<file path="src/rtl/if_id_stage.sv">
`default_nettype none
// ============================================================================
// Module   : if_id_stage
// Purpose  : Fetch PC, IF/ID pipeline register and load-use/redirect hazard
//            logic. Optional stall/flush counters under IF_ID_PERF_CNT_EN.
// Revision : 1.0 - initial release
// ============================================================================
module if_id_stage #(
    parameter logic [31:0] RESET_PC  = 32'h0000_0000,
    parameter logic [31:0] NOP_INSTR = 32'h0000_0013
) (
    input  logic        clk,
    input  logic        reset,
    output logic [31:0] pc_o,
    input  logic [31:0] imem_rdata,
    input  logic        redirect,
    input  logic [31:0] redirect_pc,
    input  logic        ex_mem_rd,
    input  logic [4:0]  ex_rd,
    output logic [31:0] instr_fo,
    output logic [31:0] PC_fo,
    output logic [31:0] PC_plus_4_fo,
    output logic [4:0]  Rs1_fo,
    output logic [4:0]  Rs2_fo,
    output logic [4:0]  Rd_fo,
    output logic [2:0]  I_aluctrl_fn7_fo,
    output logic [2:0]  I_aluctrl_fn3_fo,
    output logic        valid_fo,
    output logic        bubble
`ifdef IF_ID_PERF_CNT_EN
    ,
    output logic [31:0] stall_cnt,
    output logic [31:0] flush_cnt
`endif
);

    localparam logic [6:0] c_OP_LUI   = 7'b0110111;
    localparam logic [6:0] c_OP_AUIPC = 7'b0010111;
    localparam logic [6:0] c_OP_JAL   = 7'b1101111;
    localparam logic [6:0] c_OP_R     = 7'b0110011;
    localparam logic [6:0] c_OP_S     = 7'b0100011;
    localparam logic [6:0] c_OP_B     = 7'b1100011;

    logic [31:0] pc_q,    pc_d;
    logic [31:0] instr_q, instr_d;
    logic [31:0] pcf_q,   pcf_d;
    logic        valid_q, valid_d;

    logic [6:0]  w_opcode;
    logic        w_uses_rs1;
    logic        w_uses_rs2;
    logic        w_hazard;

    assign w_opcode   = instr_q[6:0];
    assign w_uses_rs1 = !((w_opcode == c_OP_LUI) || (w_opcode == c_OP_AUIPC) ||
                          (w_opcode == c_OP_JAL));
    assign w_uses_rs2 = (w_opcode == c_OP_R) || (w_opcode == c_OP_S) ||
                        (w_opcode == c_OP_B);

    assign w_hazard = valid_q && ex_mem_rd && (ex_rd != 5'd0) &&
                      ((w_uses_rs1 && (ex_rd == instr_q[19:15])) ||
                       (w_uses_rs2 && (ex_rd == instr_q[24:20])));

    assign bubble = redirect || w_hazard || !valid_q;

    // Redirect outranks the stall: the stalled instruction is being killed anyway.
    always_comb begin
        pc_d    = pc_q;
        instr_d = instr_q;
        pcf_d   = pcf_q;
        valid_d = valid_q;
        if (redirect) begin
            pc_d    = redirect_pc;
            instr_d = NOP_INSTR;
            valid_d = 1'b0;
        end else if (!w_hazard) begin
            pc_d    = pc_q + 32'd4;
            instr_d = imem_rdata;
            pcf_d   = pc_q;
            valid_d = 1'b1;
        end
    end

    always_ff @(posedge clk) begin
        if (reset) begin
            pc_q    <= RESET_PC;
            instr_q <= NOP_INSTR;
            pcf_q   <= 32'd0;
            valid_q <= 1'b0;
        end else begin
            pc_q    <= pc_d;
            instr_q <= instr_d;
            pcf_q   <= pcf_d;
            valid_q <= valid_d;
        end
    end

    assign pc_o             = pc_q;
    assign instr_fo         = instr_q;
    assign PC_fo            = pcf_q;
    assign PC_plus_4_fo     = pcf_q + 32'd4;
    assign valid_fo         = valid_q;
    assign Rs1_fo           = instr_q[19:15];
    assign Rs2_fo           = instr_q[24:20];
    assign Rd_fo            = instr_q[11:7];
    assign I_aluctrl_fn7_fo = {instr_q[31], instr_q[30], instr_q[25]};
    assign I_aluctrl_fn3_fo = instr_q[14:12];

`ifdef IF_ID_PERF_CNT_EN
    logic [31:0] stall_q, stall_d;
    logic [31:0] flush_q, flush_d;

    assign stall_d = (w_hazard && !redirect) ? stall_q + 32'd1 : stall_q;
    assign flush_d = redirect ? flush_q + 32'd1 : flush_q;

    always_ff @(posedge clk) begin
        if (reset) begin
            stall_q <= 32'd0;
            flush_q <= 32'd0;
        end else begin
            stall_q <= stall_d;
            flush_q <= flush_d;
        end
    end

    assign stall_cnt = stall_q;
    assign flush_cnt = flush_q;
`endif

endmodule
`default_nettype wire
</file>
<file path="config.mk">
export PLATFORM = sky130hd
export DESIGN_NAME = if_id_stage
export DESIGN_NICKNAME = d
export VERILOG_FILES = /design/src/rtl/if_id_stage.sv
export SDC_FILE = /design/constraint.sdc
export NUM_CORES = 1
export LEC_CHECK = 0
export ABC_AREA = 1
export CORE_UTILIZATION = 25
export CTS_CLUSTER_DIAMETER = 40
export DETAILED_ROUTE_END_ITERATION = 8
export PLACE_DENSITY = 0.57
export SLEW_MARGIN = 20
export SYNTH_ARGS = -nofsm -noshare
export SYNTH_HDL_FRONTEND = slang
export SYNTH_SLANG_ARGS = --single-unit
</file>
<file path="constraint.sdc">
create_clock -name clk -period 3.6 [get_ports clk]
set_input_delay 1.08 -clock clk [delete_from_list [all_inputs] [get_ports clk]]
set_output_delay 1.08 -clock clk [all_outputs]
set_load 0.005 [all_outputs]
</file>
# Yosys cells after proc, flatten, opt, wreduce, memory -nomap -nowiden
# Cells that the tools add are included.
[word_totals]
regBits = 97
in_bits = 73
output_inout_bits = 151
elab_cells = 36
[classes]
add_sub_neg = 2
n_eq_ne = 9
mux = 2
bitwise_logic = 2
reduce_logical = 17
[ops]
columns = ["cell", "n"]
rows = [
  ["32-bit by 3-bit adder with 32-bit output, second input constant", 2],
  ["32-bit two-way mux", 2],
  ["7-bit by 6-bit == test with 1-bit output, second input constant", 3],
  ["7-bit == test, second input constant", 2],
  ["5-bit == test", 2],
  ["7-bit by 5-bit == test with 1-bit output, second input constant", 1],
  ["1-bit logical OR", 7],
  ["1-bit logical AND", 5],
  ["5-bit nonzero test", 1],
  ["1-bit zero test", 2],
  ["2-bit inequality test, second input constant", 1],
  ["1-bit inverter", 2],
  ["2-bit AND reduction", 1],
  ["2-bit OR reduction", 1],
]

# Depth between registers and ports, before layout
# Gate-level depths: netlist of run 1.
[logic_depth]
word_depth = 9
depth_mapped = 13
depth_no_buf = 12

# Worst setup path before layout of run 1
# No wires, ideal clock.
[synth_path]
kind = "input port to output port"
from = "input port ex_rd[0]"
to = "output port bubble"
arrival_ns = 1.961
t_required_ns = 2.520
setup_slack_ns = 0.559
cell_stages = 9
n_path_buf = 2
cell_sequence = "or2_1 > nand3_1 > nor2_1 > nand2_1 > nand2_2 > nand2_4 > buf_6 > buf_6 > nand3_1"
[synth_between]
elab_chain_len = 6
word_cells_on_any_way = 10
cone_classes = "eq/ne (2); reduce/logical (8)"
[synth_rtl]
columns = ["element", "line", "rtl"]
rows = [
  ["start: declaration", "19", "input logic [4:0] ex_rd,"],
  ["5-bit == test (on tied branches)", "61, 62", ""],
  ["1-bit logical AND (on tied branches)", "61, 62", ""],
  ["1-bit logical OR", "61", "((w_uses_rs1 && (ex_rd == instr_q[19:15])) ||"],
  ["1-bit logical AND (*)", "60", "assign w_hazard = valid_q && ex_mem_rd && (ex_rd != 5'd0) &&"],
  ["1-bit logical OR (*) (2 in a row)", "64", "assign bubble = redirect || w_hazard || !valid_q;"],
  ["end: declaration", "29", "output logic bubble"],
]
# Mark *: on every way between the ends. The rest lies on a longest branch, timed or not.

# Final worst setup path of run 1
[layout_path]
from = "register pcf_q[2], in the netlist PC_fo[2]"
to = "output port PC_plus_4_fo[20]"
[layout_between]
elab_chain_len = 1
[layout_rtl]
columns = ["element", "line", "rtl"]
rows = [
  ["start: declaration", "46", "logic [31:0] pcf_q, pcf_d;"],
  ["start signal: assignment", "93", "pcf_q <= pcf_d;"],
  ["32-bit by 3-bit adder with 32-bit output", "101", "assign PC_plus_4_fo = pcf_q + 32'd4;"],
  ["end: declaration", "22", "output logic [31:0] PC_plus_4_fo,"],
]
# No other way between the ends.

==> out/qor.yml, run 1 <==
worst_setup_path:
  cp_slowest_cell: "clkdlybuf4s50_1"
  worst-path-buf-inv: 2
  cp.depth: 11
  rr_worst_depth: 12
  path_class: "flip-flop to primary output"
  crit_chain: "ha_2, nand2_2, nor2_4, nand2_2, nor2_4, nand2_2, nor2_4, buf_4, nand3_2, xor2_1, clkdlybuf4s50_1"
  worst-path-max-fanout: 3
  path_delay_family: "simple AND/OR/NAND/NOR gates"
  critPathCaptureType: "primary output"
  crit_required_ns: 2.52
  critPathMaxStageDelay_ns: 0.52
  cp-start-kind: "flip-flop"
  worstPathArrival_ns: 2.39
synth:
  synth_seq_area_share_pct: 32.38
  yosys.cell_types.count: 35
  synth_top_cell_area_share_pct: 32.38
  netlist_area_um2: 5997
  synth-warning-count: 0
  synth_xor_area_share_pct: 6.426
  synthCells: 932
  synth-edff-count: 0
  synth_seq_cells: 97
  synthTopCellsByArea: "dfxtp_1 32%, nand2_1 17%, nor2_1 9.1%"
  synth-compound-area-share_pct: 8.930
  ys.flop_type: "dfxtp_1"
  avgSynthCellArea_um2: 6.435
  synth_largest_area_cell: "dfxtp_1"
  synthSimpleGateAreaFrac_pct: 41.81
  synth.area.mux_share_pct: 0
  syn_nets: 1007
  synthArstFlopShare_pct: 0
  synth_top_family_by_area: "simple AND/OR/NAND/NOR gates"
  synth_fa_ha_area_share_pct: 0.4173
place:
  dp_hpwl_mm: 16.17
  port_buffers: 223
  placed_cell_area_um2: 8362
  dp_slack_ns: -0.2837
  place_congestion: 0.8543
die:
  die_w_um: 156.9
  die_y_um: 156.9
  core-area_um2: 23470
  die_area_um2: 24610
  initial_core_util_pct: 25.55
  io_pins: 224
  std_cell_rows: 56
route:
  num_vias: 6542
  initialDrtViolationCount: 506
  wirelength_mm: 21.51
  avgViaCountPerCell: 4.543
  dr.pass1.iters: 4
  route.antenna.remaining_nets: 0
  drcViolationCount: 0
  wire_per_inst_um: 14.94
power:
  vdd_drop_max_mv: 0.2213
  p_leak_nw: 3.418
  power_density_nw_per_um2: 312.5
sta:
  period_share_pct: 96.46
  fin_ws_ns: 0.1274
  fin_hold_ws_ns: 0.5041
  tns_ns: 0
  grt_setup_unrepaired: "no"
  worst_clock_skew_ns: 0.008687
  finalSetupViolations: 0
  period_needed_ns: 3.473
  slew_violations: 0
  relSlewSlack_pct: 37.72
  timing.fmax_mhz: 288.0
  tightest_slew_ns: 0.9342
  hold_viol: 0
cts:
  clock-sinks: 97
  numCtsBuffers: 9
  clockRootBuffer: "clkbuf_16"
  clockBufferDepth: 2
  path_clk_slew_ns: 0.07
  htree_levels: 3
  cts_tree: "done"
  clkLatencyLatePin_ns: 0.36
min_path:
  hp-class: "flip-flop to flip-flop"
  hold_depth: 2
cells_and_area:
  regArea_um2: 1948
  final_nets: 1191
  fin_area_um2: 8703
  area_growth_pct: 45.13
  diodes: 0
  drive_above_1_share_pct: 8.118
  multiInputGateArea_um2: 3481
  utilization_pct: 37.08
  final.fill_count: 2509
outcome:
  status: "finished clean"
global_routing:
  grt_first_pass_wirelength_mm: 33.24
  grt-ovfl-total: 0
  grt_start_max_net_pins: 98
  antenna_found_initial: 0
  grtUsageTotal_pct: 17.51
  grt_pass1_vias: 5887
flow_run:
  cap_violations: 0
-- through the flow --
| step | cells | power (mW) |
|---|---|---|
| after floorplan | 932 | 1.454 |
| after global routing | 1440 | 2.858 |
| after global placement | 1419 | 1.780 |
| after CTS | 1440 | 2.749 |
| final | 1440 | 2.720 |
| after detailed placement | 1419 | 1.785 |
-- worst reg2reg max path, delay by kind of cell (launching register included) --
family | cells | cell delay, ns
AOI/OAI and AO/OA | 1 | 0.18
buffers and inverters | 4 | 1.14
DFF | 1 | 0.43
and+or+nand+nor | 7 | 0.61
-- what timing repair did --
item,4_1_cts,5_1_grt
pin swaps,3,2
buffers inserted,5,0
hold buffers,0,0
setup endpoints to repair,7,9
gates resized for setup,14,7
-- path summary, 6_finish.rpt --
kind	start	end	slack, ns
max reg2reg	instr_fo[15]	instr_fo[14]	1.14
min reg2reg	pc_o[1]	pc_o[1]	0.50
min	pc_o[1]	pc_o[1]	0.50
max	PC_fo[2]	PC_plus_4_fo[20]	0.13
-- Yosys cell counts (4+ instances only) --
cell type / number
a21oi_1: 61
buf_1: 6
buf_2: 15
buf_4: 23
buf_6: 4
clkbuf_1: 22
dfxtp_1: 97
inv_1: 47
nand2_1: 266
nand2_2: 8
nand3_1: 55
nand3_2: 5
nand3b_1: 9
nand4_1: 39
nor2_1: 145
nor2_2: 10
nor2_4: 10
o21ai_0: 40
xnor2_1: 15
xor2_1: 29
-- area by class of cell --
cell class	count	area share [%]
repair buffers	244	27.47
well taps	319	4.586
clock inverters	7	0.6757
clock buffers	9	2.588
flip-flops and latches	97	22.38
multi-input cells	711	39.99
inverters	53	2.300
-- report_power, final --
part | switching (mW) | internal, mW | total (mW)
Clock | 0.482 | 0.482 | 0.964
Combinational | 0.231 | 0.308 | 0.539
Sequential | 0.0854 | 1.13 | 1.22
-- placed cells by master, fill, tap and decap left out, types with 10 or more instances in the layout --
| master | synthesis | layout |
|---|---|---|
| a21oi_1 | 61 | 61 |
| buf_4 | 23 | 20 |
| clkdlybuf4s50_1 | 0 | 214 |
| dfxtp_1 | 97 | 92 |
| inv_1 | 47 | 46 |
| nand2_1 | 266 | 265 |
| nand3_1 | 55 | 55 |
| nand4_1 | 39 | 39 |
| nor2_1 | 145 | 142 |
| nor2_2 | 10 | 10 |
| nor2_4 | 10 | 13 |
| o21ai_0 | 40 | 40 |
| xnor2_1 | 15 | 15 |
| xor2_1 | 29 | 29 |
-- metal layers --
metal  global-route usage, %  vias to the layer above  wire, um
li1                        -                     3339         -
met1                   24.08                     3018     10070
met2                   27.64                      168     10010
met3                   2.880                       17      1088
met4                   5.556                        0       348
met5                       0                        -         0
-- registers in the layout (all words and copies together), names as in the netlist --
register and cells:
PC_fo 32, instr_fo 32, pc_o 32, valid_fo 1
-- cell families after synthesis --
group | Yosys count
AOI/OAI and AO/OA | 106
and+or+nand+nor | 559
DFF | 97
adders and majority gates | 2
xor gates and xnor gates | 44
buffers and inverters | 124
Power figures use the tool's default switching activity.
==> inputs of run 2 (changes only) <==
SETUP_SLACK_MARGIN = 0.2   (was unset)
==> run 2 against run 1 <==
  * Setup slack improved by 0.20 ns
  * Clock skew rose by 0.0015 ns
  * Count of clock-buffer cells in the layout did not move
  * Sequential power barely moved
  * Global-route usage rose by 0.071 points
  * Critical path depth fell by 2
  * Via count rose by 0.26%
  * Critical path type unchanged
==> out/qor.yml, run 2 (synthesis results as in run 1) <==
route:
  wirelength_mm: 21.62  # +0.52%
  initialDrtViolationCount: 498  # -1.6%
  dr.pass1.iters: 5  # +1
  avgViaCountPerCell: 4.533  # -0.23%
  route.antenna.remaining_nets: 0  # unchanged
  wire_per_inst_um: 14.94  # about the same
  num_vias: 6559  # +0.26%
  drcViolationCount: 0  # unchanged
cells_and_area:
  diodes: 0  # unchanged
  layout_common_cells: "265 x nand2_1, 202 x clkdlybuf4s50_1, 140 x nor2_1, 89 x dfxtp_1, 61 x a21oi_1"
  final.fill_count: 2492  # -0.68%
  drive_above_1_share_pct: 9.663  # +1.5 points
  fin_cells: 1447  # +0.49%
  utilization_pct: 37.60  # +0.52 points
  area_growth_pct: 47.15
  mostFrequentLayoutCell: "nand2_1"
  final_nets: 1198  # +0.59%
  fin_area_um2: 8825  # +1.4%
sta:
  tightest_slew_ns: 0.9409  # +0.006691 ns
  finalSetupViolations: 0  # unchanged
  period_needed_ns: 3.271  # -0.2018 ns
  timing.fmax_mhz: 305.7  # +6.2%
  worst_clock_skew_ns: 0.01021  # +0.001521 ns
  fin_hold_ws_ns: 0.5064  # +0.002371 ns
  hold_viol: 0  # unchanged
  relSlewSlack_pct: 37.27  # -0.45 points
  period_share_pct: 90.86  # -5.6 points
  slew_violations: 0  # unchanged
  grt_setup_unrepaired: "no"
place:
  dp_hpwl_mm: 16.17  # unchanged
  dp.cells: 1419  # unchanged
  port_buffers: 223  # unchanged
  place_congestion: 0.8543  # unchanged
  placed_cell_area_um2: 8362  # unchanged
cts:
  numCtsBuffers: 9  # unchanged
  cts_tree: "done"
  clockRootBuffer: "clkbuf_16"
  htree_levels: 3  # unchanged
  clkLatencyLatePin_ns: 0.36  # about the same
  path_clk_slew_ns: 0.08  # about the same
  clockBufferDepth: 2  # unchanged
  clock-sinks: 97  # unchanged
power:
  p_leak_nw: 3.618  # +5.9%
  vdd_drop_max_mv: 0.2204  # -0.40%
  power_density_nw_per_um2: 308.5  # -1.3%
  power_mw: 2.722  # about the same
global_routing:
  antenna_found_initial: 0  # unchanged
  grt_pass1_vias: 5910  # +0.39%
  grt-ovfl-total: 0  # unchanged
  grt_start_max_net_pins: 98  # unchanged
  grt_first_pass_wirelength_mm: 33.37  # +0.37%
  grtUsageTotal_pct: 17.58  # +0.071 points
die:
  die_w_um: 156.9  # unchanged
  io_pins: 224  # unchanged
  initial_core_util_pct: 25.55  # unchanged
  std_cell_rows: 56  # unchanged
  die_y_um: 156.9  # unchanged
  die_area_um2: 24610  # unchanged
  core-area_um2: 23470  # unchanged
worst_setup_path:
  critPathCaptureType: "primary output"
  cp-start-kind: "flip-flop"
  cp_slowest_cell: "clkdlybuf4s50_1"
  worst-path-max-fanout: 3  # unchanged
  crit_chain: "buf_4, inv_1, nor2_4, nand2_4, inv_1, nand4_1, nor2_1, xor2_1, clkdlybuf4s50_1"
  path_class: "flip-flop to primary output"
  cpMostUsedCell: "inv_1"
  worstPathArrival_ns: 2.19  # -0.20 ns
  crit_required_ns: 2.52  # about the same
  worstReg2RegStart: "instr_fo[15]"
  crit_start: "PC_fo[2]"
  critPathMaxStageDelay_ns: 0.52  # about the same
flow_run:
  cap_violations: 0  # unchanged
min_path:
  hp-start: "instr_fo[4]"
  hp-class: "flip-flop to flip-flop"
outcome:
  status: "finished clean"
[run 2: cell types whose count changed in the layout (fill, tap and decap cells not counted), sizes merged]
cell / delta
clkdlybuf4s50: -12
dlygate4sd2: +2
clkbuf: +4
dlymetal6s2s: +6
buf: +7
[run 2: final timing paths]
check                      to  slack [ns]  cells past startpoint
min reg2reg       instr_fo[4]        0.51                      2
max          PC_plus_4_fo[15]        0.33                      9
max reg2reg      instr_fo[14]        1.13                     12
min               instr_fo[4]        0.51                      2
[run 2: routing by layer]
metal	GRT usage (%)	routed length (um)	up-vias
li1	-	-	3357
met1	24.15	10200	3032
met2	27.70	10090	153
met3	2.880	983	17
met4	5.789	349	0
met5	0	0	-
[run 2: critical path, delay by kind of cell (launching register included)]
family	cells	cell delay [ns]
buffers and inverters	4	0.78
AND/OR/NAND/NOR	4	0.51
XOR/XNOR	1	0.18
flip-flops	1	0.37
[run 2: power breakdown]
group          leakage [nW]  switching, mW  total, mW  internal, mW
Sequential            0.803         0.0864       1.22          1.13
Clock                 0.139          0.484      0.966         0.482
Combinational          2.68          0.232      0.537         0.305
[run 2: area by class of cell]
cell class	count	area (um^2)	area share (%)
clock buffers	9	225.2	2.552
repair buffers	251	2436	27.61
inverters	53	200.2	2.269
flip-flops and latches	97	1952	22.12
clock inverters	7	58.81	0.6664
well taps	319	399.1	4.523
multi-input cells	711	3553	40.27
[run 2: repair_timing]
item,CTS,global route
setup endpoints to repair,15,13
setup buffers,9,3
pin swaps,7,12
gates resized for setup,31,25
hold buffers,0,0
[run 2: through the flow]
stage | TNS (ns) | setup WS [ns]
2_1_floorplan | 0 | 0.5594
3_3_place_gp | -0.2569 | -0.2569
3_5_place_dp | -0.2837 | -0.2837
4_1_cts | 0 | 0.03620
5_1_grt | 0 | 0.2162
6_report | 0 | 0.3292
==> inputs of run 3 (changes only) <==
SKIP_CTS_REPAIR_TIMING = 1   (was unset)
==> run 3 against run 2 <==
  * Global-route usage down 0.15 points
  * Critical path type is now input port to primary output
  * Sequential share of layout area up 0.17 points
  * Setup slack worse by 0.29 ns
  * Design area grew 0.31%
  * Power barely moved
  * Clock power about the same
  * Routed wire length grew 0.28%
  * Utilization rose by 0.12 points
  * Die area did not move
  * Clock skew fell by 0.0011 ns
  * Sequential power about the same
  * Critical path depth stayed put
==> out/qor.yml, run 3 (synthesis results as in run 1) <==
outcome:
  status: "finished clean"
worst_setup_path:
  worst-path-buf-inv: 2  # -2
  worst-path-max-fanout: 3  # unchanged
  cp_slowest_cell: "clkdlybuf4s50_1"
  critPathMaxStageDelay_ns: 0.52  # about the same
  cpMostUsedCell: "nand3_1"
  worst-r2r-setup-slack_ns: 1.13  # about the same
  crit_chain: "dlymetal6s2s_1, xnor2_1, nand3_1, nor2_1, nand2_1, nand2_2, nand2_4, nand3_1, clkdlybuf4s50_1"
  worstPathArrival_ns: 2.48  # +0.29 ns
  crit_required_ns: 2.52  # about the same
  path_delay_family: "buffers and inverters"
  path_class: "input port to primary output"
  cp-start-kind: "input port"
  critPathCaptureType: "primary output"
place:
  port_buffers: 223  # unchanged
  placed_cell_area_um2: 8362  # unchanged
  place_congestion: 0.8543  # unchanged
  dp_slack_ns: -0.2837  # unchanged
  dp_hpwl_mm: 16.17  # unchanged
power:
  power_density_nw_per_um2: 307.4  # -0.35%
  power_mw: 2.721  # about the same
  p_leak_nw: 3.682  # +1.8%
  vdd_drop_max_mv: 0.2215  # +0.48%
flow_run:
  cap_violations: 0  # unchanged
cells_and_area:
  utilization_pct: 37.71  # +0.12 points
  mostFrequentLayoutCell: "nand2_1"
  drive_above_1_share_pct: 9.172  # -0.49 points
  final_nets: 1193  # -0.42%
  area_growth_pct: 47.61
  fin_area_um2: 8852  # +0.31%
  layout_common_cells: "265 x nand2_1, 206 x clkdlybuf4s50_1, 140 x nor2_1, 84 x dfxtp_1, 61 x a21oi_1"
  diodes: 0  # unchanged
global_routing:
  grt-ovfl-total: 0  # unchanged
  grt_start_max_net_pins: 98  # unchanged
  grtUsageTotal_pct: 17.43  # -0.15 points
  grt_pass1_vias: 5837  # -1.2%
  grt_first_pass_wirelength_mm: 33.09  # -0.85%
  antenna_found_initial: 0  # unchanged
route:
  initialDrtViolationCount: 501  # +0.60%
  num_vias: 6576  # +0.26%
  dr.pass1.iters: 5  # unchanged
  route.antenna.remaining_nets: 0  # unchanged
  wirelength_mm: 21.68  # +0.28%
  avgViaCountPerCell: 4.560  # +0.61%
  wire_per_inst_um: 15.04  # +0.63%
  drcViolationCount: 0  # unchanged
sta:
  period_needed_ns: 3.559  # +0.2881 ns
  hold_viol: 0  # unchanged
  finalSetupViolations: 0  # unchanged
  timing.fmax_mhz: 281.0  # -8.1%
  slew_violations: 0  # unchanged
  tightest_slew_ns: 0.9408  # -0.00006676 ns
  grt_setup_unrepaired: "yes"
  worst_clock_skew_ns: 0.009101  # -0.001108 ns
  period_share_pct: 98.86  # +8.0 points
  relSlewSlack_pct: 37.28  # about the same
  fin_ws_ns: 0.04112  # -0.2881 ns
die:
  io_pins: 224  # unchanged
  die_w_um: 156.9  # unchanged
  initial_core_util_pct: 25.55  # unchanged
  std_cell_rows: 56  # unchanged
  die_area_um2: 24610  # unchanged
  die_y_um: 156.9  # unchanged
  core-area_um2: 23470  # unchanged
cts:
  htree_levels: 3  # unchanged
  path_clk_slew_ns: 0.07  # about the same
  clockRootBuffer: "clkbuf_16"
  clock-sinks: 97  # unchanged
  cts_tree: "done"
  clkLatencyLatePin_ns: 0.36  # about the same
  numCtsBuffers: 9  # unchanged
  clockBufferDepth: 2  # unchanged
min_path:
  hp-class: "flip-flop to flip-flop"
-- run 3: cell types whose count changed in the layout (fill, tap and decap cells not counted), sizes merged --
cell           before  now
clkdlybuf4s50     202  206
dlymetal6s2s        6   17
dlygate4sd2        11    0
buf                28   23
clkbuf             13    9
-- run 3: area by class of cell --
type	instances	area, um^2
flip-flops and latches	97	1973
repair buffers	246	2460
multi-input cells	711	3536
inverters	53	200.2
fillers	2483	14620
clock buffers	9	225.2
well taps	319	399.1
clock inverters	7	58.81
-- run 3: worst paths after layout --
| kind | from | endpoint | cells past startpoint |
|---|---|---|---|
| worst max-delay path | ex_rd[1] | bubble | 9 |
| worst min-delay path | pc_o[1] | pc_o[1] | 2 |
| worst max register to register | instr_fo[15] | instr_fo[14] | 12 |
| worst min register to register | pc_o[1] | pc_o[1] | 2 |
-- run 3: worst register-to-register path: cells and delay by family (launching register included) --
family,cells,cell delay (ns)
compound gates,1,0.18
buf+inv,4,1.16
flops,1,0.43
simple gates,7,0.61
-- run 3: metrics by stage --
step / hold WS, ns / setup TNS (ns) / instances
floorplan: 0.4830 / 0 / 932
global placement: 0.4762 / -0.2569 / 1419
detailed placement: 0.4933 / -0.2837 / 1419
finish: 0.5040 / 0 / 1442
global route: 0.5360 / -0.08860 / 1442
CTS: 0.5040 / -0.7825 / 1435
-- run 3: per-layer routing --
| layer | routed length (um) | track usage, % |
|---|---|---|
| met1 | 10200 | 24.08 |
| met2 | 10070 | 27.37 |
| met3 | 1031 | 2.880 |
| met4 | 376 | 5.556 |
| met5 | 0 | 0 |
-- run 3: report_power, final --
group          internal, mW  switching, mW  leakage, nW
clock                 0.482          0.482        0.139
combinational         0.308          0.231         2.74
sequential             1.13         0.0871        0.806
total                  1.92          0.800         3.68
